**src/rtl/pc_sequencer_pkg.sv**
```systemverilog
// Shared types and constants for the pc_sequencer fetch-PC block.
package pc_seq_pkg;

  typedef enum logic [1:0] {RUN, FLUSH, HALT} state_e;

  localparam int PC_STEP       = 4;
  localparam int MAX_FLUSH_CYC = 3;
  localparam int FLUSH_CNT_W   = $clog2(MAX_FLUSH_CYC);

endpackage

```
**src/rtl/pc_sequencer_if.sv**
```systemverilog
// Branch-unit / IF-stage signal bundle for pc_sequencer.
// PC_SEQ_STATS_EN adds the taken_cnt/stall_cnt statistics outputs.
interface pc_sequencer_if #(parameter int PC_W = 9);

  logic            stall;
  logic            pc_sel;
  logic [31:0]     br_pc;
  logic            halt;
  logic            resume;
  logic [PC_W-1:0] pc;
  logic            pc_valid;
  logic            flush_if;
  logic            flush_id;
  logic            halted;
  logic            misalign_err;
`ifdef PC_SEQ_STATS_EN
  logic [31:0]     taken_cnt;
  logic [31:0]     stall_cnt;

  modport master (output stall, pc_sel, br_pc, halt, resume,
                  input  pc, pc_valid, flush_if, flush_id, halted, misalign_err,
                         taken_cnt, stall_cnt);
  modport slave  (input  stall, pc_sel, br_pc, halt, resume,
                  output pc, pc_valid, flush_if, flush_id, halted, misalign_err,
                         taken_cnt, stall_cnt);
`else
  modport master (output stall, pc_sel, br_pc, halt, resume,
                  input  pc, pc_valid, flush_if, flush_id, halted, misalign_err);
  modport slave  (input  stall, pc_sel, br_pc, halt, resume,
                  output pc, pc_valid, flush_if, flush_id, halted, misalign_err);
`endif

endinterface

```
**src/rtl/pc_sequencer_flush_counter.sv**
```systemverilog
// Loadable down-counter; its registered flag stays high on the load cycle
// and for every following cycle in which the count was still nonzero.
import pc_seq_pkg::*;

module flush_counter (
  input  logic                   clk,
  input  logic                   reset,
  input  logic                   load,
  input  logic [FLUSH_CNT_W-1:0] load_val,
  output logic [FLUSH_CNT_W-1:0] count,
  output logic                   flush
);

  logic [FLUSH_CNT_W-1:0] cnt_q, cnt_d;
  logic                   flush_q, flush_d;

  always_comb begin
    cnt_d   = cnt_q;
    flush_d = load | (cnt_q != '0);
    if (load)
      cnt_d = load_val;
    else if (cnt_q != '0)
      cnt_d = cnt_q - 1'b1;
  end

  always_ff @(posedge clk) begin
    if (!reset) begin
      cnt_q   <= '0;
      flush_q <= 1'b0;
    end else begin
      cnt_q   <= cnt_d;
      flush_q <= flush_d;
    end
  end

  assign count = cnt_q;
  assign flush = flush_q;

endmodule

```
**src/rtl/pc_sequencer.sv**
```systemverilog
// Fetch PC sequencer: redirect/stall/halt handling and post-redirect flushes.
// Optional statistics counters are enabled by defining PC_SEQ_STATS_EN.
//   state | meaning
//   RUN   | sequential fetch, pc += 4 unless stalled
//   FLUSH | redirect taken, flush pulses still counting down
//   HALT  | parked, pc frozen and invalid until resume
import pc_seq_pkg::*;

module pc_sequencer #(
  parameter int PC_W      = 9,
  parameter int RESET_PC  = 0,
  parameter int FLUSH_CYC = 2
) (
  input logic           clk,
  input logic           reset,
  pc_sequencer_if.slave bus
);

  localparam logic [1:0]             S_RUN      = RUN;
  localparam logic [1:0]             S_FLUSH    = FLUSH;
  localparam logic [1:0]             S_HALT     = HALT;
  localparam logic [FLUSH_CNT_W-1:0] FLUSH_LOAD = FLUSH_CNT_W'(FLUSH_CYC - 1);

  logic [1:0]             state_q, state_d;
  logic [PC_W-1:0]        pc_q, pc_d;
  logic                   pc_valid_q, pc_valid_d;
  logic                   mis_q, mis_d;
  logic                   fc_load;
  logic [FLUSH_CNT_W-1:0] fc_val;
  logic [FLUSH_CNT_W-1:0] fc_count;
  logic                   fc_flush;
  logic                   redirect;
  logic                   stall_cyc;
  logic [PC_W-1:0]        tgt;
  logic                   unused_br_hi;

  assign tgt          = {bus.br_pc[PC_W-1:2], 2'b00};
  assign unused_br_hi = ^bus.br_pc[31:PC_W];

  always_comb begin
    state_d   = state_q;
    pc_d      = pc_q;
    mis_d     = mis_q;
    fc_load   = 1'b0;
    fc_val    = FLUSH_LOAD;
    redirect  = 1'b0;
    stall_cyc = 1'b0;
    if (state_q == S_HALT) begin
      if (bus.resume)
        state_d = S_RUN;
    end else if (bus.halt) begin
      // Halt flushes the younger stages for one cycle only.
      pc_d    = bus.br_pc[PC_W-1:0];
      state_d = S_HALT;
      fc_load = 1'b1;
      fc_val  = '0;
    end else if (bus.pc_sel) begin
      pc_d     = tgt;
      state_d  = S_FLUSH;
      fc_load  = 1'b1;
      redirect = 1'b1;
      if (bus.br_pc[1:0] != 2'b00)
        mis_d = 1'b1;
    end else begin
      if (bus.stall)
        stall_cyc = 1'b1;
      else
        pc_d = pc_q + PC_W'(PC_STEP);
      if (state_q == S_FLUSH && fc_count <= 1)
        state_d = S_RUN;
    end
    pc_valid_d = (state_d != S_HALT);
  end

  always_ff @(posedge clk) begin
    if (!reset) begin
      state_q    <= S_RUN;
      pc_q       <= PC_W'(RESET_PC);
      pc_valid_q <= 1'b0;
      mis_q      <= 1'b0;
    end else begin
      state_q    <= state_d;
      pc_q       <= pc_d;
      pc_valid_q <= pc_valid_d;
      mis_q      <= mis_d;
    end
  end

  flush_counter u_flush_counter (
    .clk      (clk),
    .reset    (reset),
    .load     (fc_load),
    .load_val (fc_val),
    .count    (fc_count),
    .flush    (fc_flush)
  );

`ifdef PC_SEQ_STATS_EN
  logic [31:0] taken_q, taken_d;
  logic [31:0] stall_q, stall_d;

  always_comb begin
    taken_d = taken_q;
    stall_d = stall_q;
    if (redirect && taken_q != 32'hFFFF_FFFF)
      taken_d = taken_q + 32'd1;
    if (stall_cyc && stall_q != 32'hFFFF_FFFF)
      stall_d = stall_q + 32'd1;
  end

  always_ff @(posedge clk) begin
    if (!reset) begin
      taken_q <= '0;
      stall_q <= '0;
    end else begin
      taken_q <= taken_d;
      stall_q <= stall_d;
    end
  end

  assign bus.taken_cnt = taken_q;
  assign bus.stall_cnt = stall_q;
`else
  logic unused_stats;
  assign unused_stats = redirect ^ stall_cyc;
`endif

  assign bus.pc           = pc_q;
  assign bus.pc_valid     = pc_valid_q;
  assign bus.flush_if     = fc_flush;
  assign bus.flush_id     = fc_flush;
  assign bus.halted       = (state_q == S_HALT);
  assign bus.misalign_err = mis_q;

endmodule

```
**src/flat_wrapper.sv**
```systemverilog
// flat-port wrapper written by rule: the top's interface ports become plain ports
module pc_sequencer_flat 
#(
  parameter int PC_W      = 9,
  parameter int RESET_PC  = 0,
  parameter int FLUSH_CYC = 2
)
  (clk, reset, bus_stall, bus_pc_sel, bus_br_pc, bus_halt, bus_resume, bus_pc, bus_pc_valid, bus_flush_if, bus_flush_id, bus_halted, bus_misalign_err);
  pc_sequencer_if #(.PC_W(PC_W)) bus_i ();
  input logic clk;
  input logic reset;
  input wire logic [$bits(bus_i.stall)-1:0] bus_stall;
  input wire logic [$bits(bus_i.pc_sel)-1:0] bus_pc_sel;
  input wire logic [$bits(bus_i.br_pc)-1:0] bus_br_pc;
  input wire logic [$bits(bus_i.halt)-1:0] bus_halt;
  input wire logic [$bits(bus_i.resume)-1:0] bus_resume;
  output wire logic [$bits(bus_i.pc)-1:0] bus_pc;
  output wire logic [$bits(bus_i.pc_valid)-1:0] bus_pc_valid;
  output wire logic [$bits(bus_i.flush_if)-1:0] bus_flush_if;
  output wire logic [$bits(bus_i.flush_id)-1:0] bus_flush_id;
  output wire logic [$bits(bus_i.halted)-1:0] bus_halted;
  output wire logic [$bits(bus_i.misalign_err)-1:0] bus_misalign_err;
  assign bus_i.stall = bus_stall;
  assign bus_i.pc_sel = bus_pc_sel;
  assign bus_i.br_pc = bus_br_pc;
  assign bus_i.halt = bus_halt;
  assign bus_i.resume = bus_resume;
  assign bus_pc = bus_i.pc;
  assign bus_pc_valid = bus_i.pc_valid;
  assign bus_flush_if = bus_i.flush_if;
  assign bus_flush_id = bus_i.flush_id;
  assign bus_halted = bus_i.halted;
  assign bus_misalign_err = bus_i.misalign_err;
  pc_sequencer #(.PC_W(PC_W), .RESET_PC(RESET_PC), .FLUSH_CYC(FLUSH_CYC)) u_core (.clk(clk), .reset(reset), .bus(bus_i));
endmodule
```
**config.mk**
```make
export PLATFORM = sky130hd
export DESIGN_NAME = pc_sequencer_flat
export DESIGN_NICKNAME = d
export VERILOG_FILES = /design/src/rtl/pc_sequencer_pkg.sv /design/src/rtl/pc_sequencer_if.sv /design/src/rtl/pc_sequencer_flush_counter.sv /design/src/rtl/pc_sequencer.sv /design/src/flat_wrapper.sv
export SDC_FILE = /design/constraint.sdc
export NUM_CORES = 1
export LEC_CHECK = 0
export BUFFER_PORTS_ARGS = -buffer_cell sky130_fd_sc_hd__buf_2
export CORE_MARGIN = 4
export CORE_UTILIZATION = 40
export CTS_BUF_LIST = sky130_fd_sc_hd__clkbuf_8
export CTS_CLUSTER_SIZE = 10
export DETAILED_ROUTE_END_ITERATION = 8
export PLACE_DENSITY = 0.8
export SLEW_MARGIN = 40
export SYNTH_ARGS = -nofsm -noshare
export SYNTH_HDL_FRONTEND = slang
export SYNTH_HIERARCHICAL = 1
export SYNTH_SLANG_ARGS = --single-unit
```
**constraint.sdc**
```tcl
create_clock -name clk -period 1.8 [get_ports clk]
set_clock_uncertainty 0.05 [all_clocks]
set_input_delay 0.27 -clock clk [delete_from_list [all_inputs] [get_ports clk]]
set_output_delay 0.27 -clock clk [all_outputs]
set_load 0.02 [all_outputs]
```
Word-level counts from Yosys, hierarchy flattened

Index checks and enable logic that the tools add are counted.

Bits in registers: 16
Input bits: 38
Word-level logic and storage cells: 37

Add/sub/neg operators: 2
$lt $le $gt $ge: 1
Equal/unequal tests: 4
Mux-type cells: 15
Bitwise logic cells: 3
Reductions and logical operators: 6

Operators by type and width:

| operator                                                        | count |
|---|---|
| 2-to-1 mux 9 bit                                                | 3 |
| 2-to-1 mux 2 bit                                                | 8 |
| adder 9 x 3 -> 9 bit (second input constant)                    | 1 |
| nonzero test 2 bit                                              | 3 |
| 2-to-1 mux 1 bit                                                | 4 |
| AND reduction 4 bit                                             | 1 |
| inequality test 3 x 1 -> 1 bit (second input constant)          | 1 |
| equality test 2 x 1 -> 1 bit (second input constant)            | 1 |
| equality test 2 bit (second input constant)                     | 1 |
| less-or-equal comparator 2 x 1 -> 1 bit (second input constant) | 1 |
| inequality test 2 bit (second input constant)                   | 1 |
| inverter 1 bit                                                  | 2 |
| AND reduction 2 bit                                             | 1 |
| subtractor 2 x 1 -> 2 bit (second input constant)               | 1 |
| logical AND 1 bit                                               | 1 |
| OR 1 bit                                                        | 1 |

Logic depth before layout (Yosys ltp)

Depth in word-level cells: 7
Gate-level depth with buffers: 7
Gate-level depth less buffers: 5

By module

The synthesis kept the hierarchy.

By module, submodules not included:

| module        | times used | cells each | area each (µm²) | seq. area each (µm²) |
|---|---|---|---|---|
| pc_sequencer  | 1          | 85         | 671.9           | 260.2 |
| flush_counter | 1          | 16         | 155.1           | 60.1 |

Worst setup path after synthesis

OpenSTA, ideal clock, no wires.

Path type: reg2reg
Start point: register u_core.pc_q[2], in the netlist u_core/bus.pc[2]
End point: register u_core.pc_q[8], in the netlist u_core/bus.pc[8]
Library setup time: 0.075 ns
Arrival time: 1.388 ns
Required time: 1.675 ns
Slack: 0.286 ns
Cell stages (with the launch flop): 5
Buffers on the path: 0
Period minus slack after synthesis: 1.514 ns
Cell sequence: dfxtp_1 ha_1 nand4_1 or4_1 a31oi_1

Longest elaborated chain between the ends: 4

Ends and longest elaborated chain:

| item                   | line               | source |
|---|---|---|
| from (decl)            | pc_sequencer.sv:25 | `logic [PC_W-1:0] pc_q, pc_d;` |
| from (signal assigned) | pc_sequencer.sv:78 | `pc_q <= PC_W'(RESET_PC);` |
| from (signal assigned) | pc_sequencer.sv:83 | `pc_q <= pc_d;` |
| adder 9 x 3 -> 9 bit   | pc_sequencer.sv:68 | `pc_d = pc_q + PC_W'(PC_STEP);` |
| 2-to-1 mux 9 bit       | pc_sequencer.sv:65 | `if (bus.stall)` |
| 2-to-1 mux 9 bit       | pc_sequencer.sv:57 | `end else if (bus.pc_sel) begin` |
| 2-to-1 mux 9 bit       | pc_sequencer.sv:51 | `end else if (bus.halt) begin` |

No other way between the ends. The select of a mux whose other input is x is not followed.
A chain may end at the register's enable or synchronous reset.

Worst setup path in the final report

Ends and elaborated chain as after synthesis.

==> impl_metrics.py <==
metrics = {
    "status": {
        "outcome": "completed",
    },
    "synth": {
        "ys_seq_area_share_pct": 38.7,
        "yosysWarnings": 6,
        "synthFlopType": "dfxtp_1",
        "synthDistinctLibCells": 37,
        "syn-cell-area_um2": 827,
        "synth_edf_count": 0,
        "synthCells": 101,
        "synth-seq-cells": 16,
        "syn_nets": 141,
        "syn_area_per_cell_um2": 8.19,
        "synthArstFlopShare_pct": 0,
    },
    "clock_tree": {
        "holdBufCountCts": 0,
        "post_cts_buffers": 0,
        "clkTransAtPathRegs_ps": 60,
        "cts_made_buffers": 3,
        "cts_resized": 0,
        "cts-htree-levels": 1,
        "clock_path_buffers": 2,
        "cts_sinks": 16,
        "clk_latency_ps": 250,
        "tritoncts": "built",
        "root_buffer": "clkbuf_8",
    },
    "die": {
        "start_util_pct": 42.2,
        "dieArea_um2": 2860,
        "fp.coreArea_um2": 1960,
        "pin_count": 52,
        "die_h_um": 53.5,
        "dieWidth_um": 53.5,
        "rows": 16,
    },
    "final_layout": {
        "area_growth_pct": 24.5,
        "final_common_cell": "buf_2",
        "antenna_cells": 0,
        "drive_above_1_share_pct": 29.8,
        "final_cell_area_um2": 1030,
        "final_nets": 173,
        "final_cell_mix": "28 x buf_2, 16 x dfxtp_1, 10 x nand2_1, 10 x a21oi_1, 8 x nor2_1",
    },
    "timing": {
        "hold_violations": 0,
        "rsz0062_at_grt": "false",
        "min_period_ps": 1480,
        "setup_tns_ps": 0,
        "setup_viol": 0,
        "finalMaxSlewViolations": 0,
        "max_freq_ghz": 0.674,
        "post-route-period-util_pct": 82.5,
    },
    "drt": {
        "drtAntennaViolNets": 0,
        "drt-total-wl_mm": 1.92,
        "dr.pass1.iters": 4,
        "drc": 0,
        "vias": 830,
        "routed_via_density": 5.25,
        "wl_per_cell_um": 12.2,
        "drt_iter0_drc": 12,
    },
    "worst_setup_path": {
        "crit_path_start_kind": "flop",
        "r2r.worst_path.cells": 4,
        "cp.required_ps": 1930,
        "worstReg2RegStart": "u_core/bus.pc[2]$_SDFFE_PN0P_",
        "end_kind": "flop",
        "path_max_fanout": 6,
        "r2r_end": "u_core/bus.pc[8]$_SDFFE_PN0P_",
        "reg2reg_setup_slack_ps": 320,
        "critPathArrivalTime_ps": 1610,
        "critPathKind": "reg2reg",
    },
    "pwr": {
        "ir_worst_vdd_mv": 0.641,
        "p_leak_nw": 0.478,
        "power_mw": 0.902,
        "power_density_nw_per_um2": 876,
    },
    "hold_path": {
        "holdPathStages": 4,
        "holdCritStartpoint": "bus_resume",
        "min_to": "u_core/state_q[1]$_SDFF_PN0_",
        "hold_class": "in2reg",
    },
    "global_routing": {
        "grt_pass1_wl_mm": 3.05,
        "grt_pass1_vias": 720,
        "grt-ovfl-total": 0,
        "grt_max_degree": 11,
        "antenna_found_initial": 0,
        "track_usage_pct": 15.5,
    },
    "placed_design": {
        "dp_hpwl_mm": 1.51,
        "io_buffers": 28,
        "post_dp_cell_area_um2": 988,
        "routabilityCongestion": 0.827,
    },
    "flow_run": {
        "maxCapViolCount": 0,
    },
}
## cells in the mapped netlist (all sizes together) (3+ instances only)
master	count	share of area [%]
nor2	8	3.6
buf	4	4.2
a21boi	3	2.7
nand2	10	4.5
inv	5	2.6
nor3	3	1.8
o21ai	4	2.4
nand2b	5	4.7
dfxtp	16	39
nand3	7	4.2
a21oi	11	7.1
## critical path, stage by stage (launching register included)
cell and delay [ps]:
dfxtp_1 410, ha_1 240, nand4_1 130, or4_1 410
a31oi_1 170
## final cells by class
type                       count  area [um2]
fill                         223         932
multi-input combinational     75         447
sequential                    16         320
timing repair buffer          31         163
clock buffer                   3        41.3
tap                           27        33.8
inverter                       6        25.0
## worst max-delay path by stage
| stage | startpoint | to | slack, ps | cells past startpoint |
|---|---|---|---|---|
| after global routing | u_core/bus.pc[2]$_SDFFE_PN0P_ | u_core/bus.pc[8]$_SDFFE_PN0P_ | 230 | 4 |
| after CTS | u_core/bus.pc[2]$_SDFFE_PN0P_ | u_core/bus.pc[8]$_SDFFE_PN0P_ | 310 | 4 |
| after detailed placement | bus_halt | u_core/bus.pc[8]$_SDFFE_PN0P_ | 310 | 4 |
| after global placement | bus_halt | u_core/bus.pc[8]$_SDFFE_PN0P_ | 330 | 4 |
| final | u_core/bus.pc[2]$_SDFFE_PN0P_ | u_core/bus.pc[8]$_SDFFE_PN0P_ | 320 | 4 |
| after floorplan | u_core/bus.pc[2]$_SDFFE_PN0P_ | u_core/bus.pc[8]$_SDFFE_PN0P_ | 290 | 4 |
## power breakdown
| group | internal [mW] | switching [mW] |
|---|---|---|
| combinational | 0.0901 | 0.129 |
| sequential | 0.387 | 0.0273 |
| clock | 0.149 | 0.119 |
## per-stage QoR
| stage | utilization [%] | worst slack (ps) | cells | hold WS [ps] |
|---|---|---|---|---|
| floorplan | - | 286 | 101 | 334 |
| global placement | 50.4 | 333 | 155 | 398 |
| detailed placement | 50.4 | 315 | 155 | 410 |
| CTS | 52.5 | 307 | 158 | 225 |
| global route | 52.5 | 227 | 158 | 229 |
| finish | 52.5 | 315 | 158 | 228 |
## metal layers
metal	wire length, um	vias up	track usage, %	share of wire [%]
li1	-	423	-	-
met1	820	382	16.6	43
met2	919	21	24.5	48
met3	133	4	6.76	6.9
met4	49	0	10.2	2.5
met5	0	-	0	0
## flip-flops by register name, summed over array words and instances (netlist names)
| register | flops |
|---|---|
| u_core/u_flush_counter/count | 2 |
| u_core/state_q | 2 |
| u_core/bus.pc_valid | 1 |
| u_core/bus.pc | 9 |
| u_core/u_flush_counter/flush | 1 |
| u_core/bus.misalign_err | 1 |
## cells by family after synthesis
group                    count (synthesis)  share of synthesized area, %
XOR/XNOR                                 1                          1.06
multiplexers                             1                          1.21
AO/OA/AOI/OAI                           28                          21.8
buffers and inverters                   10                          7.26
adder cells (fa/ha/maj)                  2                          3.03
AND/OR/NAND/NOR                         42                          26.5
flip-flops                              16                          38.7
other                                    1                         0.453
No activity file was read; power rests on OpenSTA's default activity.
